## config.mk

```make
export PLATFORM = sky130hd
export DESIGN_NAME = b_correct_sender
export DESIGN_NICKNAME = d
export VERILOG_FILES = /design/src/rtl/b_correct_sender.sv
export SDC_FILE = /design/constraint.sdc
export NUM_CORES = 1
export LEC_CHECK = 0
export CAP_MARGIN = 15
export CORE_MARGIN = 1.5
export CORE_UTILIZATION = 25
export DETAILED_ROUTE_END_ITERATION = 12
export PLACE_DENSITY = 0.57
export SLEW_MARGIN = 20
export SYNTH_ARGS = -nofsm -noshare
export SYNTH_HDL_FRONTEND = slang
export SYNTH_SLANG_ARGS = --single-unit
```

## constraint.sdc

```tcl
create_clock -name clk -period 2.4 [get_ports clk]
set_input_delay 0.36 -clock clk [delete_from_list [all_inputs] [get_ports clk]]
set_output_delay 0.36 -clock clk [all_outputs]
set_load 0.01 [all_outputs]
```

## src/rtl/b_correct_sender.sv

```systemverilog
// Branch-correction sender: takes resolved branches from execute, detects direction or
// target mispredicts, queues correction packets {correct_pc, hitcnt, dir, slot} and sends
// them to the front end, one packet outstanding at a time on a drive/free handshake.
// Results tagged with the squashed (old) epoch are accepted and dropped.

module b_correct_sender #(
    parameter int unsigned QDEPTH = 2,
    parameter int unsigned CNT_W  = 16
) (
    input  logic             clk,
    input  logic             rst,

    // Resolved-branch input from execute
    input  logic             i_resolve_valid,
    output logic             o_resolve_ready,
    input  logic             i_resolve_epoch,
    input  logic             i_is_cond,
    input  logic             i_pred_taken,
    input  logic             i_actual_taken,
    input  logic [31:0]      i_pred_target,
    input  logic [31:0]      i_actual_target,
    input  logic [31:0]      i_fallthrough_pc,
    input  logic [5:0]       i_slot,

    // Correction channel to the front end
    output logic             o_drive_back,
    output logic [41:0]      o_data_back,
    input  logic             i_free_back,

    // Epoch and statistics
    output logic             o_epoch,
    output logic [CNT_W-1:0] o_mispredict_cnt
);

    localparam int unsigned PTR_W = (QDEPTH > 1) ? $clog2(QDEPTH) : 1;
    localparam int unsigned PKT_W = 42;

    typedef enum logic [0:0] {
        StIdle,
        StWait
    } state_e;

    // ------------------------------------------------------------------
    // State
    // ------------------------------------------------------------------
    state_e             state_q, state_d;
    logic [PKT_W-1:0]   data_q, data_d;
    logic               drive_q, drive_d;
    logic               epoch_q, epoch_d;
    logic [2:0]         hitcnt_q, hitcnt_d;
    logic [CNT_W-1:0]   cnt_q, cnt_d;
    logic               ready_en_q;

    logic [PKT_W-1:0]   mem_q [QDEPTH];
    logic [PTR_W:0]     wr_ptr_q, wr_ptr_d;
    logic [PTR_W:0]     rd_ptr_q, rd_ptr_d;

    // ------------------------------------------------------------------
    // Queue status
    // ------------------------------------------------------------------
    logic q_empty;
    logic q_full;

    assign q_empty = (wr_ptr_q == rd_ptr_q);
    // Same slot index but opposite wrap bit means the writer lapped the reader.
    assign q_full  = (wr_ptr_q[PTR_W] != rd_ptr_q[PTR_W]) &&
                     (wr_ptr_q[PTR_W-1:0] == rd_ptr_q[PTR_W-1:0]);

    // ------------------------------------------------------------------
    // Result classification
    // ------------------------------------------------------------------
    logic             accept;
    logic             current;
    logic             mispredict;
    logic             push;
    logic             pop;
    logic [31:0]      correct_pc;
    logic [PKT_W-1:0] push_pkt;

    // ready_en_q keeps ready low while in reset and for the release edge,
    // so ready depends on registered state only.
    assign o_resolve_ready = ready_en_q & ~q_full;
    assign accept          = i_resolve_valid & o_resolve_ready;
    assign current         = accept & (i_resolve_epoch == epoch_q);

    assign mispredict = (i_is_cond & (i_pred_taken != i_actual_taken)) |
                        (i_actual_taken & (i_pred_target != i_actual_target));

    assign push       = current & mispredict;
    assign correct_pc = i_actual_taken ? i_actual_target : i_fallthrough_pc;
    // The counter field carries hits seen before this branch; the branch itself is not counted.
    assign push_pkt   = {correct_pc, hitcnt_q, i_actual_taken, i_slot};

    // ------------------------------------------------------------------
    // Epoch, hit counter and mispredict statistics: next state
    // ------------------------------------------------------------------
    always_comb begin
        epoch_d  = epoch_q;
        hitcnt_d = hitcnt_q;
        cnt_d    = cnt_q;
        if (push) begin
            epoch_d  = ~epoch_q;
            hitcnt_d = 3'd0;
            if (cnt_q != {CNT_W{1'b1}}) begin
                cnt_d = cnt_q + {{(CNT_W-1){1'b0}}, 1'b1};
            end
        end else if (current && i_is_cond && (hitcnt_q != 3'd7)) begin
            hitcnt_d = hitcnt_q + 3'd1;
        end
    end

    // ------------------------------------------------------------------
    // Send FSM: next state, launch and output data
    // ------------------------------------------------------------------
    always_comb begin
        state_d = state_q;
        pop     = 1'b0;
        drive_d = 1'b0;
        data_d  = data_q;
        unique case (state_q)
            StIdle: begin
                if (!q_empty) begin
                    pop     = 1'b1;
                    drive_d = 1'b1;
                    data_d  = mem_q[rd_ptr_q[PTR_W-1:0]];
                    state_d = StWait;
                end
            end
            StWait: begin
                // A free coinciding with the launch pulse belongs to the previous packet.
                if (i_free_back && !drive_q) begin
                    state_d = StIdle;
                end
            end
            default: begin
                state_d = StIdle;
            end
        endcase
    end

    // ------------------------------------------------------------------
    // Queue pointers: next state
    // ------------------------------------------------------------------
    always_comb begin
        wr_ptr_d = wr_ptr_q;
        rd_ptr_d = rd_ptr_q;
        if (push) begin
            wr_ptr_d = wr_ptr_q + {{PTR_W{1'b0}}, 1'b1};
        end
        if (pop) begin
            rd_ptr_d = rd_ptr_q + {{PTR_W{1'b0}}, 1'b1};
        end
    end

    // ------------------------------------------------------------------
    // Registers
    // ------------------------------------------------------------------

    // FSM state and the launched packet / drive pulse.
    always_ff @(posedge clk or negedge rst) begin
        if (!rst) begin
            state_q <= StIdle;
            data_q  <= '0;
            drive_q <= 1'b0;
        end else begin
            state_q <= state_d;
            data_q  <= data_d;
            drive_q <= drive_d;
        end
    end

    // Epoch, hit counter, statistics and the post-reset ready enable.
    always_ff @(posedge clk or negedge rst) begin
        if (!rst) begin
            epoch_q    <= 1'b0;
            hitcnt_q   <= 3'd0;
            cnt_q      <= '0;
            ready_en_q <= 1'b0;
        end else begin
            epoch_q    <= epoch_d;
            hitcnt_q   <= hitcnt_d;
            cnt_q      <= cnt_d;
            ready_en_q <= 1'b1;
        end
    end

    // Queue pointers.
    always_ff @(posedge clk or negedge rst) begin
        if (!rst) begin
            wr_ptr_q <= '0;
            rd_ptr_q <= '0;
        end else begin
            wr_ptr_q <= wr_ptr_d;
            rd_ptr_q <= rd_ptr_d;
        end
    end

    // Queue storage; written only on a push, which cannot happen while full.
    always_ff @(posedge clk or negedge rst) begin
        if (!rst) begin
            for (int i = 0; i < int'(QDEPTH); i++) begin
                mem_q[i] <= '0;
            end
        end else if (push) begin
            mem_q[wr_ptr_q[PTR_W-1:0]] <= push_pkt;
        end
    end

    // ------------------------------------------------------------------
    // Outputs
    // ------------------------------------------------------------------
    assign o_drive_back     = drive_q;
    assign o_data_back      = data_q;
    assign o_epoch          = epoch_q;
    assign o_mispredict_cnt = cnt_q;

endmodule

```

Word-level counts from Yosys, hierarchy flattened
Index checks and enable logic that the tools add are counted.
{"block": "op_classes", "n_addsub": 4, "magnitude_cmp": 3, "n_eq_ne": 8, "mux": 13, "bitwise": 13, "n_reduce_logical": 9}
{"cell": "$mux W42", "count": 4}
{"cell": "$bwmux W84", "count": 1}
{"cell": "$demux W42 S1", "count": 1}
{"cell": "$mux W32", "count": 1}
{"cell": "$ne A32 B32 Y1", "count": 1}
{"cell": "$add A16 B1 Y16 const B", "count": 1}
{"cell": "$ne A16 B16 Y1 const B", "count": 1}
{"cell": "$and A1 B1 Y1", "count": 6}
{"cell": "$mux W3", "count": 2}
{"cell": "$logic_and A1 B1 Y1", "count": 5}
{"cell": "$add A2 B1 Y2 const B", "count": 2}
{"cell": "$ge A2 B2 Y1 const B", "count": 2}
{"cell": "$not A1 Y1", "count": 4}
{"cell": "$not A1 Y2", "count": 2}
{"cell": "$reduce_and A2 Y1", "count": 2}
{"cell": "$add A3 B1 Y3 const B", "count": 1}
{"cell": "$mux W1", "count": 3}
{"cell": "$ne A3 B3 Y1 const B", "count": 1}
{"cell": "$eq A1 B1 Y1", "count": 2}
{"cell": "$eq A2 B2 Y1", "count": 1}
{"cell": "$lt A2 B1 Y1 const B", "count": 1}
{"cell": "$ne A1 B1 Y1", "count": 2}
{"cell": "$pmux W1 S2", "count": 1}
{"cell": "$reduce_bool A2 Y1", "count": 1}
{"cell": "2 further kinds", "count": 2}
{"block": "word_totals", "reg_bits": 153, "output_inout_bits": 61, "word_cells": 61}

Longest topological paths before layout
{"block": "depth", "ltp_word": 10, "mapped_depth": 9, "depth_no_buf": 7}

Worst setup path before layout
OpenSTA, ideal clock, no wires.
{"block": "synth_path", "path_kind": "register -> register", "from": "reg cnt_q[0] (netlist: o_mispredict_cnt[0])", "to": "reg cnt_q[1] (netlist: o_mispredict_cnt[1])", "setup_ns": 0.125, "arrival_ns": 1.946, "slack_ns": 0.329, "path_stages_with_launch": 8, "n_path_buf": 0, "synth_period_minus_slack_ns": 2.071, "cell_sequence": "dfrtp_1 -> ha_1 -> nand2_1 -> or4_1 -> o221ai_1 -> inv_2 -> nand2_1 -> mux2_2"}
{"block": "synth_via", "elab_chain_cells": 2, "word_cells_on_any_way": 3}
{"element": "start: declaration", "line_no": "51", "rtl": "logic [CNT_W-1:0] cnt_q, cnt_d;"}
{"element": "start signal: assignment", "line_no": "182", "rtl": "cnt_q <= cnt_d;"}
{"element": "parallel branches: the longest is 2 deep, another holds $add A16 B1 Y16"}
Parallel ways; which one is timed is not known.
A chain may end at the register's enable or synchronous reset.

Worst setup path after layout
{"block": "layout_path", "from": "reg rd_ptr_q[1]", "to": "out o_resolve_ready"}
{"block": "layout_via", "elab_chain_cells": 4}
{"element": "start: declaration", "line_no": "56", "rtl": "logic [PTR_W:0] rd_ptr_q, rd_ptr_d;"}
{"element": "start signal: assignment", "line_no": "194", "rtl": "rd_ptr_q <= rd_ptr_d;"}
{"element": "$ne A1 B1 Y1", "line_no": "66", "rtl": "assign q_full = (wr_ptr_q[PTR_W] != rd_ptr_q[PTR_W]) &&"}
{"element": "$logic_and A1 B1 Y1", "line_no": "66"}
{"element": "$not A1 Y1", "line_no": "82", "rtl": "assign o_resolve_ready = ready_en_q & ~q_full;"}
{"element": "$and A1 B1 Y1", "line_no": "82"}
{"element": "end: declaration", "line_no": "15", "rtl": "output logic o_resolve_ready,"}
No other way between the ends.

==> results.yml <==
synthesis:
  synth_mux_area_frac: 0.256
  async_flop_share: 1.00
  yosysTopAreaCellShare: 0.519
  synth_adder_area_share: 0.00509
  synth_ff_type: "dfrtp_1"
  ys_ff_latch: 153
  ys_types: 44
  synth_xor_area_frac: 0.0651
  synth-warning-count: 0
  synth_top_family_by_area: "multiplexers"
  synth_edf_count: 0
  synth_cells: 581
  synth_nets: 694
  synth.cell_area_um2: 7380
  syn_area_per_cell_um2: 12.7
  yosysSeqAreaShare: 0.519
  synth-compound-area-share: 0.0509
  synth.area.top_cells: "dfrtp_1 (52%), mux2_2 (12%), mux2_4 (8.3%)"
  synthSimpleGateAreaFrac: 0.0762
  synth_area_leader_cell: "dfrtp_1"
cts:
  clock_tree.buffer_depth: 2
  clk_latency_ns: 0.43
  cts_setup_buffers: 0
  clock-sinks: 153
  root_buffer: "clkbuf_16"
  htree_levels: 4
  clk_pin_slew_ns: 0.06
  cts_buffers: 17
  cts_tree: "done"
grt:
  grt_use_met2: 0.221
  grt_antenna_before_repair: 1
  met3_usage: 0.0268
  grt_use_met1: 0.171
  grt_busiest_layer: "met2"
  grt_overflow: 0
  grt_pass1_wl_um: 30700
  grt_start_max_net_pins: 70
  grt_pass1_vias: 5266
  grt_usage: 0.132
setup_path:
  crit_arrival_ns: 1.97
  cp_num_buf_inv: 2
  cp_cell_sequence: "xnor2_2 > buf_4 > o21a_1 > clkdlybuf4s50_1"
  rr_worst_depth: 7
  crit_path_start_kind: "register"
  path_depth: 4
  rrSetupSlack_ns: 0.19
  r2r_end: "o_mispredict_cnt[1]"
  required_ns: 2.04
  reg2reg_from: "o_mispredict_cnt[0]"
  critical_path.max_stage_delay_ns: 0.58
  critPathKind: "register to primary output"
  critPathSlowestCell: "clkdlybuf4s50_1"
  cp-end-kind: "primary output"
  crit_family: "buffers and inverters"
  cp_max_fo: 3
floorplan:
  start_util: 0.256
  core_um2: 28900
  num_io_pins: 171
  die_y_um: 175
  num_rows: 62
  die-width_um: 175
  die_area_um2: 30500
run_status:
  outcome: "completed"
sta:
  max_freq_ghz: 0.430
  worst_pin_slew_ns: 0.683
  clock_skew_ns: 0.0131
  slew_headroom: 0.545
  finalHoldViolCount: 0
  worst_slack_ns: 0.0725
  setup_violations: 0
  layout_worst_path_cycle_share: 0.970
  maxSlewViolCount: 0
  min_period_ns: 2.33
power_and_ir_drop:
  peakVddDrop_v: 0.000700
  powerDensity_nw_per_um2: 1150
  power_leakage_uw: 0.00440
detailed_routing:
  drt_iter0_drc: 183
  routed_wl_um: 19700
  drcViolationCount: 0
  final_antenna_net_count: 0
  drtPass1Iterations: 4
  num_vias: 5039
  viasPerCell: 4.28
  wl_per_cell_um: 16.7
placement:
  portBuffers: 170
  dp_hpwl_um: 14200
  place_congestion: 0.774
  dp_worst_setup_slack_ns: -0.436
layout:
  drive_above_1_share: 0.260
  final_common_cell: "clkdlybuf4s50_1"
  fillCellCount: 2884
  syn_to_final_growth_pct: 40.8
  final_cell_mix: "clkdlybuf4s50_1 (167), dfrtp_1 (152), mux2_2 (76)"
  post-route-util: 0.360
  nNetsFinal: 894
hold_path:
  hold_class: "input pin to asynchronous set/reset pin"
flow_run:
  cap_viol_max_count: 0
[worst reg2reg max path, stage by stage, from the launching register on]
cell and delay, ns:
dfrtp_1 0.40, ha_1 0.20, nand2_1 0.08, or4_1 0.55, o221ai_1 0.27, inv_2 0.13, nand2_1 0.13, mux2_2 0.34
[logic make-up (layout without fill, tap and decap cells)]
kind of cell	Yosys count	after routing
XOR/XNOR	54	54
multiplexers	159	159
AND/OR/NAND/NOR	113	113
flip-flops	153	153
buffers and inverters	33	245
other	1	2
AO/OA/AOI/OAI	65	65
adder cells (fa/ha/maj)	3	3
[worst max path at each step]
stage	start	to	slack (ns)
2_1_floorplan	o_mispredict_cnt[0]	o_mispredict_cnt[1]	0.33
3_3_place_gp	i_actual_target[1]	o_mispredict_cnt[1]	-0.42
3_5_place_dp	i_actual_target[25]	mem_q[44]	-0.44
4_1_cts	i_actual_target[25]	mem_q[53]	0.0003
5_1_grt	i_actual_target[30]	mem_q[53]	-0.04
6_report	rd_ptr_q[1]	o_resolve_ready	0.07
[where the power goes]
part | switching, uW | internal, uW
Clock | 1170 | 1450
Combinational | 2140 | 2720
Sequential | 708 | 3800
Total | 4020 | 7970
[cell usage after synthesis (all sizes together) (2+ instances only)]
cell,n
a21o,2
a21oi,49
a31oi,3
and2,4
and3,7
buf,17
clkbuf,13
dfrtp,153
ha,3
inv,3
mux2,117
mux2i,42
nand2,15
nand2b,2
nand3,9
nand4,15
nor2,52
nor3,2
nor4,2
o21a,2
o21ai,4
xnor2,49
xor2,5
[through the flow]
stage	TNS, ns	instances	power (uW)	area [um2]	hold slack [ns]
global placement	-38.45	1145	9370	9770	0.234
finish	0	1178	12000	10400	0.354
CTS	0	1177	12200	10400	0.349
floorplan	0	581	7410	7380	0.0644
global route	-0.507	1178	12800	10400	0.360
detailed placement	-38.32	1145	9460	9770	0.234
[sequential cells by signal (all words and copies together) (netlist names)]
signal / flops
o_data_back: 42
mem_q: 84
o_mispredict_cnt: 16
o_epoch: 1
ready_en_q: 1
o_drive_back: 1
state_q: 1
wr_ptr_q: 2
hitcnt_q: 3
rd_ptr_q: 2
[timing repair]
action | 4_1_cts | 5_1_grt
pin swaps | 1 | 1
gates resized for setup | 1 | 5
endpoints found under the hold margin | 21 | 0
endpoints found under the setup margin | 3 | 84
hold buffers | 1 | 0
[layer usage]
| layer | vias to the layer above | routed length, um |
|---|---|---|
| met1 | 2485 | 8970 |
| met4 | 0 | 239 |
| met2 | 99 | 9800 |
| met5 | - | 0 |
| li1 | 2442 | - |
| met3 | 13 | 697 |
[final cells by class]
class	count	area [um2]	share of cell area
Sequential cell	153	3830	0.369
Tap cell	384	480	0.0462
Antenna cell	1	2.50	0.000241
Multi-Input combinational cell	395	3400	0.327
Clock buffer	17	425	0.0409
Inverter	3	11.3	0.00108
Clock inverter	14	136	0.0131
Timing Repair Buffer	211	2100	0.202
(Power assumes the default switching activity.)
==> patch 1, RTL diff (same flow settings) <==
Add an input register stage for `i_pred_target` and `i_actual_target`, without a reset; this delays them by one clock. The other inputs are not delayed to match.
--- a/src/rtl/b_correct_sender.sv
+++ b/src/rtl/b_correct_sender.sv
@@ -40,6 +40,14 @@
         StWait
     } state_e;
 
+    logic [31:0] i_pred_target_q;
+    logic [31:0] i_actual_target_q;
+
+    always_ff @(posedge clk) begin
+        i_pred_target_q   <= i_pred_target;
+        i_actual_target_q <= i_actual_target;
+    end
+
     // ------------------------------------------------------------------
     // State
     // ------------------------------------------------------------------
@@ -84,10 +92,10 @@
     assign current         = accept & (i_resolve_epoch == epoch_q);
 
     assign mispredict = (i_is_cond & (i_pred_taken != i_actual_taken)) |
-                        (i_actual_taken & (i_pred_target != i_actual_target));
+                        (i_actual_taken & (i_pred_target_q != i_actual_target_q));
 
     assign push       = current & mispredict;
-    assign correct_pc = i_actual_taken ? i_actual_target : i_fallthrough_pc;
+    assign correct_pc = i_actual_taken ? i_actual_target_q : i_fallthrough_pc;
     // The counter field carries hits seen before this branch; the branch itself is not counted.
     assign push_pkt   = {correct_pc, hitcnt_q, i_actual_taken, i_slot};
 
Function: changed (a bounded check fails within 4 cycles, from zero or initial values and one cycle with rst low).
==> patch 1 against the unedited design <==
Routed wire length grew 3.8%; design area grew 14%; synthesized area grew 14%; synthesized cell count grew 8.1%; sequential cell count grew 64; setup slack gained 0.027 ns; via count grew 6.3%; power grew 15%; critical endpoint is now mem_q[56]; largest cell class unchanged; largest power group is now registers.
==> patch 1: results (changes against the unedited design) <==
Outcome
  – Status: completed

Yosys
  – Syn nets: 741 (+6.8%)
  – Yosys cell types: 43 (-2.3%)
  – Synth cell count leaders: dfrtp_1 (153), mux2_2 (104), dfxtp_1 (64)
  – Ys async rst share: 70.5% (-29 points)
  – Sequential area share after synthesis: 60.8% (+8.9 points)
  – Synth top area cells: dfrtp_1 (46%), dfxtp_1 (15%), mux2_2 (14%), xor2_1 (5.2%), mux2i_1 (5.1%)
  – Main synth FF type: dfrtp_1

Detailed routing
  – Met2 WL: 9150 um (-6.6%)
  – Top Metal Used: met5
  – Iter 0 DRT Violations: 137 (-25%)
  – Routed WL: 20500 um (+3.8%)
  – Vias per cell: 4.16 (-2.8%)

Cells and area
  – Layout Nets: 940 (+5.1%)
  – Fraction of layout cells with a size suffix above 1: 24.4% (-1.6 points)

Critical path
  – CP Max Fanout: 8 (+5)
  – Slowest stage cell, crit path: mux2_2
  – Crit-path leading delay family: buffers and inverters
  – Crit-path max cell delay: 0.33 ns (-0.25 ns)
  – Crit path DAT: 2.69 ns (+0.72 ns)

Place
  – GPL Wtd Cong: 0.755 (-2.4%)
  – Detailed Place HPWL: 14200 um (about the same)

GRT
  – Met1 Resource Use GR: 15.4% (-1.7 points)
  – Antenna violations before repair: 2 (+1)
  – Total track usage: 11.5% (-1.7 points)
  – Met2 Usage GRT: 18.3% (-3.9 points)
  – Met3 usage: 3.63% (+0.95 points)
  – First-pass GRT wire length: 31700 um (+3.1%)

Power
  – Combinational power: 0.00458 W (-5.8%)
  – Overall power: 0.0138 W (+15%)
  – Peak VDD IR: 0.671 mV (-4.2%)
  – Pint: 0.00960 W (+20%)
  – Clock share of power: 26.3% (+4.5 points)

Worst hold path
  – Worst Hold Class: input port to flip-flop

Timing
  – Slew margin rel.: 43.9% (-11 points)
  – Clk_skew: 0.00828 ns (-0.00485 ns)

Clock tree
  – Total CTS buffers: 25 (+8)
  – Clk buf depth: 3 (+1)
  – CTS H-tree depth: 1 (-3)
  – Clk Latency, worst-skew pair: 0.51 ns (+0.08 ns)
patch 1: worst paths after layout:
kind	start	endpoint	slack [ns]	cells past startpoint
min in group asynchronous	rst	o_data_back[1]	0.33	2
worst min register to register	mem_q[63]	mem_q[63]	0.49	1
worst max register to register	i_pred_target_q[9]	mem_q[56]	0.1	9
worst max-delay path	i_pred_target_q[9]	mem_q[56]	0.1	9
worst min-delay path	i_actual_target[7]	i_actual_target_q[7]	0.29	1
max in group asynchronous	rst	o_data_back[36]	1.36	3
patch 1: final cells by class:
class,count,area [sq um]
antenna,1,2.50
multi-input combinational,374,3240
timing repair buffer,201,2100
clock buffer,37,721
inverter,8,30.0
sequential,217,5120
fill,3213,21000
tap,442,553
clock inverter,8,72.6
patch 1: what timing repair did:
item | CTS | global route
pin swaps | 2 | 6
gates cloned | 0 | 2
endpoints found under the setup margin | 75 | 69
hold buffers | 1 | 0
resized for setup | 3 | 19
buffers inserted | 0 | 2
hold endpoints to repair | 36 | 0
patch 1: metrics by stage:
| stage | utilization (%) | cell area, sq um | setup WS [ns] | cells |
|---|---|---|---|---|
| floorplan | - | 8400 | 0.349 | 628 |
| global placement | 33.1 | 10900 | -0.157 | 1237 |
| detailed placement | 33.1 | 10900 | -0.121 | 1237 |
| CTS | 35.6 | 11700 | 0.00669 | 1283 |
| global route | 36.1 | 11800 | -0.0400 | 1287 |
| finish | 36.1 | 11800 | 0.0990 | 1288 |
patch 1: cell families after synthesis:
| logic type | Yosys count | share of synthesized area [%] |
|---|---|---|
| mux | 159 | 20.7 |
| fa+ha+maj | 3 | 0.447 |
| simple gates | 96 | 6.06 |
| xor+xnor | 55 | 5.82 |
| compound gates | 60 | 4.08 |
| flops | 217 | 60.8 |
| other cells | 1 | 0.0446 |
| buf+inv | 37 | 2.07 |
==> patch 2, RTL diff (same flow settings) <==
Made on the original files. Set the parameter `QDEPTH` to 8 (it was 2).
--- a/src/rtl/b_correct_sender.sv
+++ b/src/rtl/b_correct_sender.sv
@@ -4,7 +4,7 @@
 // Results tagged with the squashed (old) epoch are accepted and dropped.
 
 module b_correct_sender #(
-    parameter int unsigned QDEPTH = 2,
+    parameter int unsigned QDEPTH = 8,
     parameter int unsigned CNT_W  = 16
 ) (
     input  logic             clk,
Behaviour: not the same (Yosys sat finds a counterexample within 10 cycles, from zero or initial values and one cycle with rst low).
==> patch 2 against the unedited design <==
Setup slack lost 0.14 ns; synthesized area rose by 150%; sequential share of layout area up 4.7 points; maximum frequency decreased by 5.5%; sequential cell count grew 256; the run now ends with setup timing left; power increased by 140%; design area increased by 140%; routed wire length grew to 2.7 times the old value; count of clock-buffer cells in the layout is 50 higher.
==> patch 2: results (changes against the unedited design) <==
Critical path
  – R2R setup slack: -0.03 ns (-0.22 ns)
  – CP Max Fanout: 5 (+2)
  – Critical Path Sink: mem_q[172]
  – RR Endpoint: mem_q[82]
  – R2R cell count: 10 (+3)
  – Worst setup startpoint: i_actual_target[3]
  – Reg2reg start: rd_ptr_q[2]
  – Crit path DAT: 2.91 ns (+0.94 ns)

Yosys
  – Synth top area cells: dfrtp_1 (56%), mux4_2 (10%), a21oi_1 (7.4%), mux2i_1 (5.9%), nor2_1 (5.5%)
  – Syn avg cell area: 12.0 sq um (-5.1%)
  – Sequential area share after synthesis: 56.3% (+4.4 points)
  – Synth cell count leaders: dfrtp_1 (409), a21oi_1 (270), nor2_1 (269)
  – Fraction of the mapped netlist area in compound gates: 8.10% (+3.0 points)
  – Yosys cell types: 40 (-9.1%)
  – Post-synthesis mux area share: 21.4% (-4.2 points)

GRT
  – Largest net degree at the start of global routing: 90 (+29%)
  – Total track usage: 13.9% (+0.74 points)
  – Vias in the first global route: 13484 (+160%)
  – First-pass GRT wire length: 80200 um (+160%)
  – Met2 Usage GRT: 22.1% (about the same)
  – Met3 usage: 2.78% (+0.10 points)

Power
  – Peak VDD IR: 0.536 mV (-23%)
  – P_leak: 11.3 nW (+160%)

Cells and area
  – Max reg flops: 336 (+300%)
  – Fraction of layout cells with a size suffix above 1: 25.4% (-0.62 points)
  – Fill count: 7027 (+140%)

Detailed routing
  – Met2 WL: 25100 um (+160%)
  – Vias per cell: 4.61 (+7.7%)
  – Wl on met1: 24400 um (+170%)
  – Metal3 WL: 2740 um (+290%)
  – Drt pass-1 iters: 5 (+1)
  – Drt wl/cell: 19.3 um (+16%)
  – Routed WL: 53800 um (+170%)

Timing
  – Final WS setup: -0.0631 ns (-0.136 ns)
  – Fin Hold WS: 0.315 ns (-0.0388 ns)
  – Clk_skew: 0.0305 ns (+0.0173 ns)
  – Setup-failing EPs final: 17 (+17)

Outcome
  – Failing checks: setup timing
  – Status: finished with violations

Clock tree
  – Clk buf depth: 3 (+1)
  – Total CTS buffers: 45 (+28)
  – Clk Latency, worst-skew pair: 0.57 ns (+0.14 ns)

Place
  – Placed Instances: 2656 (+130%)

Worst hold path
  – Worst Hold Class: input port to flip-flop
## patch 2: cell count changes after synthesis, moves of 37 or more
cell,change
a21oi_1,+221
buf_2,+51
dfrtp_1,+256
inv_1,+37
mux2_4,-41
mux2i_1,+65
mux4_2,+84
nor2_1,+218
xor2_1,+40
## patch 2: per-stage QoR
stage          setup slack (ns)  TNS [ns]  area, sq um
6_report                -0.0631    -0.509        24600
3_5_place_dp              -1.17   -370.14        22000
5_1_grt                  -0.118     -6.69        24600
2_1_floorplan             0.172         0        18200
4_1_cts                 -0.0330    -0.185        23900
3_3_place_gp              -1.12   -355.51        22000
## patch 2: layout make-up
type	instances	area (sq um)	share of cell area (%)
Timing Repair Buffer	345	3730	15.1
Sequential cell	409	10200	41.6
Clock inverter	16	151	0.615
Tap cell	950	1190	4.83
Clock buffer	67	1340	5.44
Antenna cell	1	2.50	0.0102
Multi-Input combinational cell	954	7810	31.7
Inverter	39	146	0.595
## patch 2: report_power, final
group	internal (W)	total [W]	switching, W
sequential	0.00975	0.0114	0.00165
clock	0.00409	0.00691	0.00282
combinational	0.00582	0.0110	0.00514
## patch 2: timing repair
| item | CTS | global route |
|---|---|---|
| endpoints found under the setup margin | 366 | 296 |
| resized for setup | 73 | 90 |
| pin swaps | 17 | 25 |
| hold endpoints to repair | 44 | 0 |
| cloned | 1 | 10 |
| hold buffers | 1 | 0 |
| setup buffers | 16 | 16 |
## patch 2: worst register-to-register path, stage by stage (launching register included)
cell	delay (ns)
dfrtp_4	0.49
xor2_2	0.15
nor3_2	0.06
nand2b_1	0.16
nand4_4	0.18
buf_6	0.18
a21oi_4	0.12
or3b_4	0.47
buf_6	0.17
clkbuf_16	0.17
mux2i_1	0.12
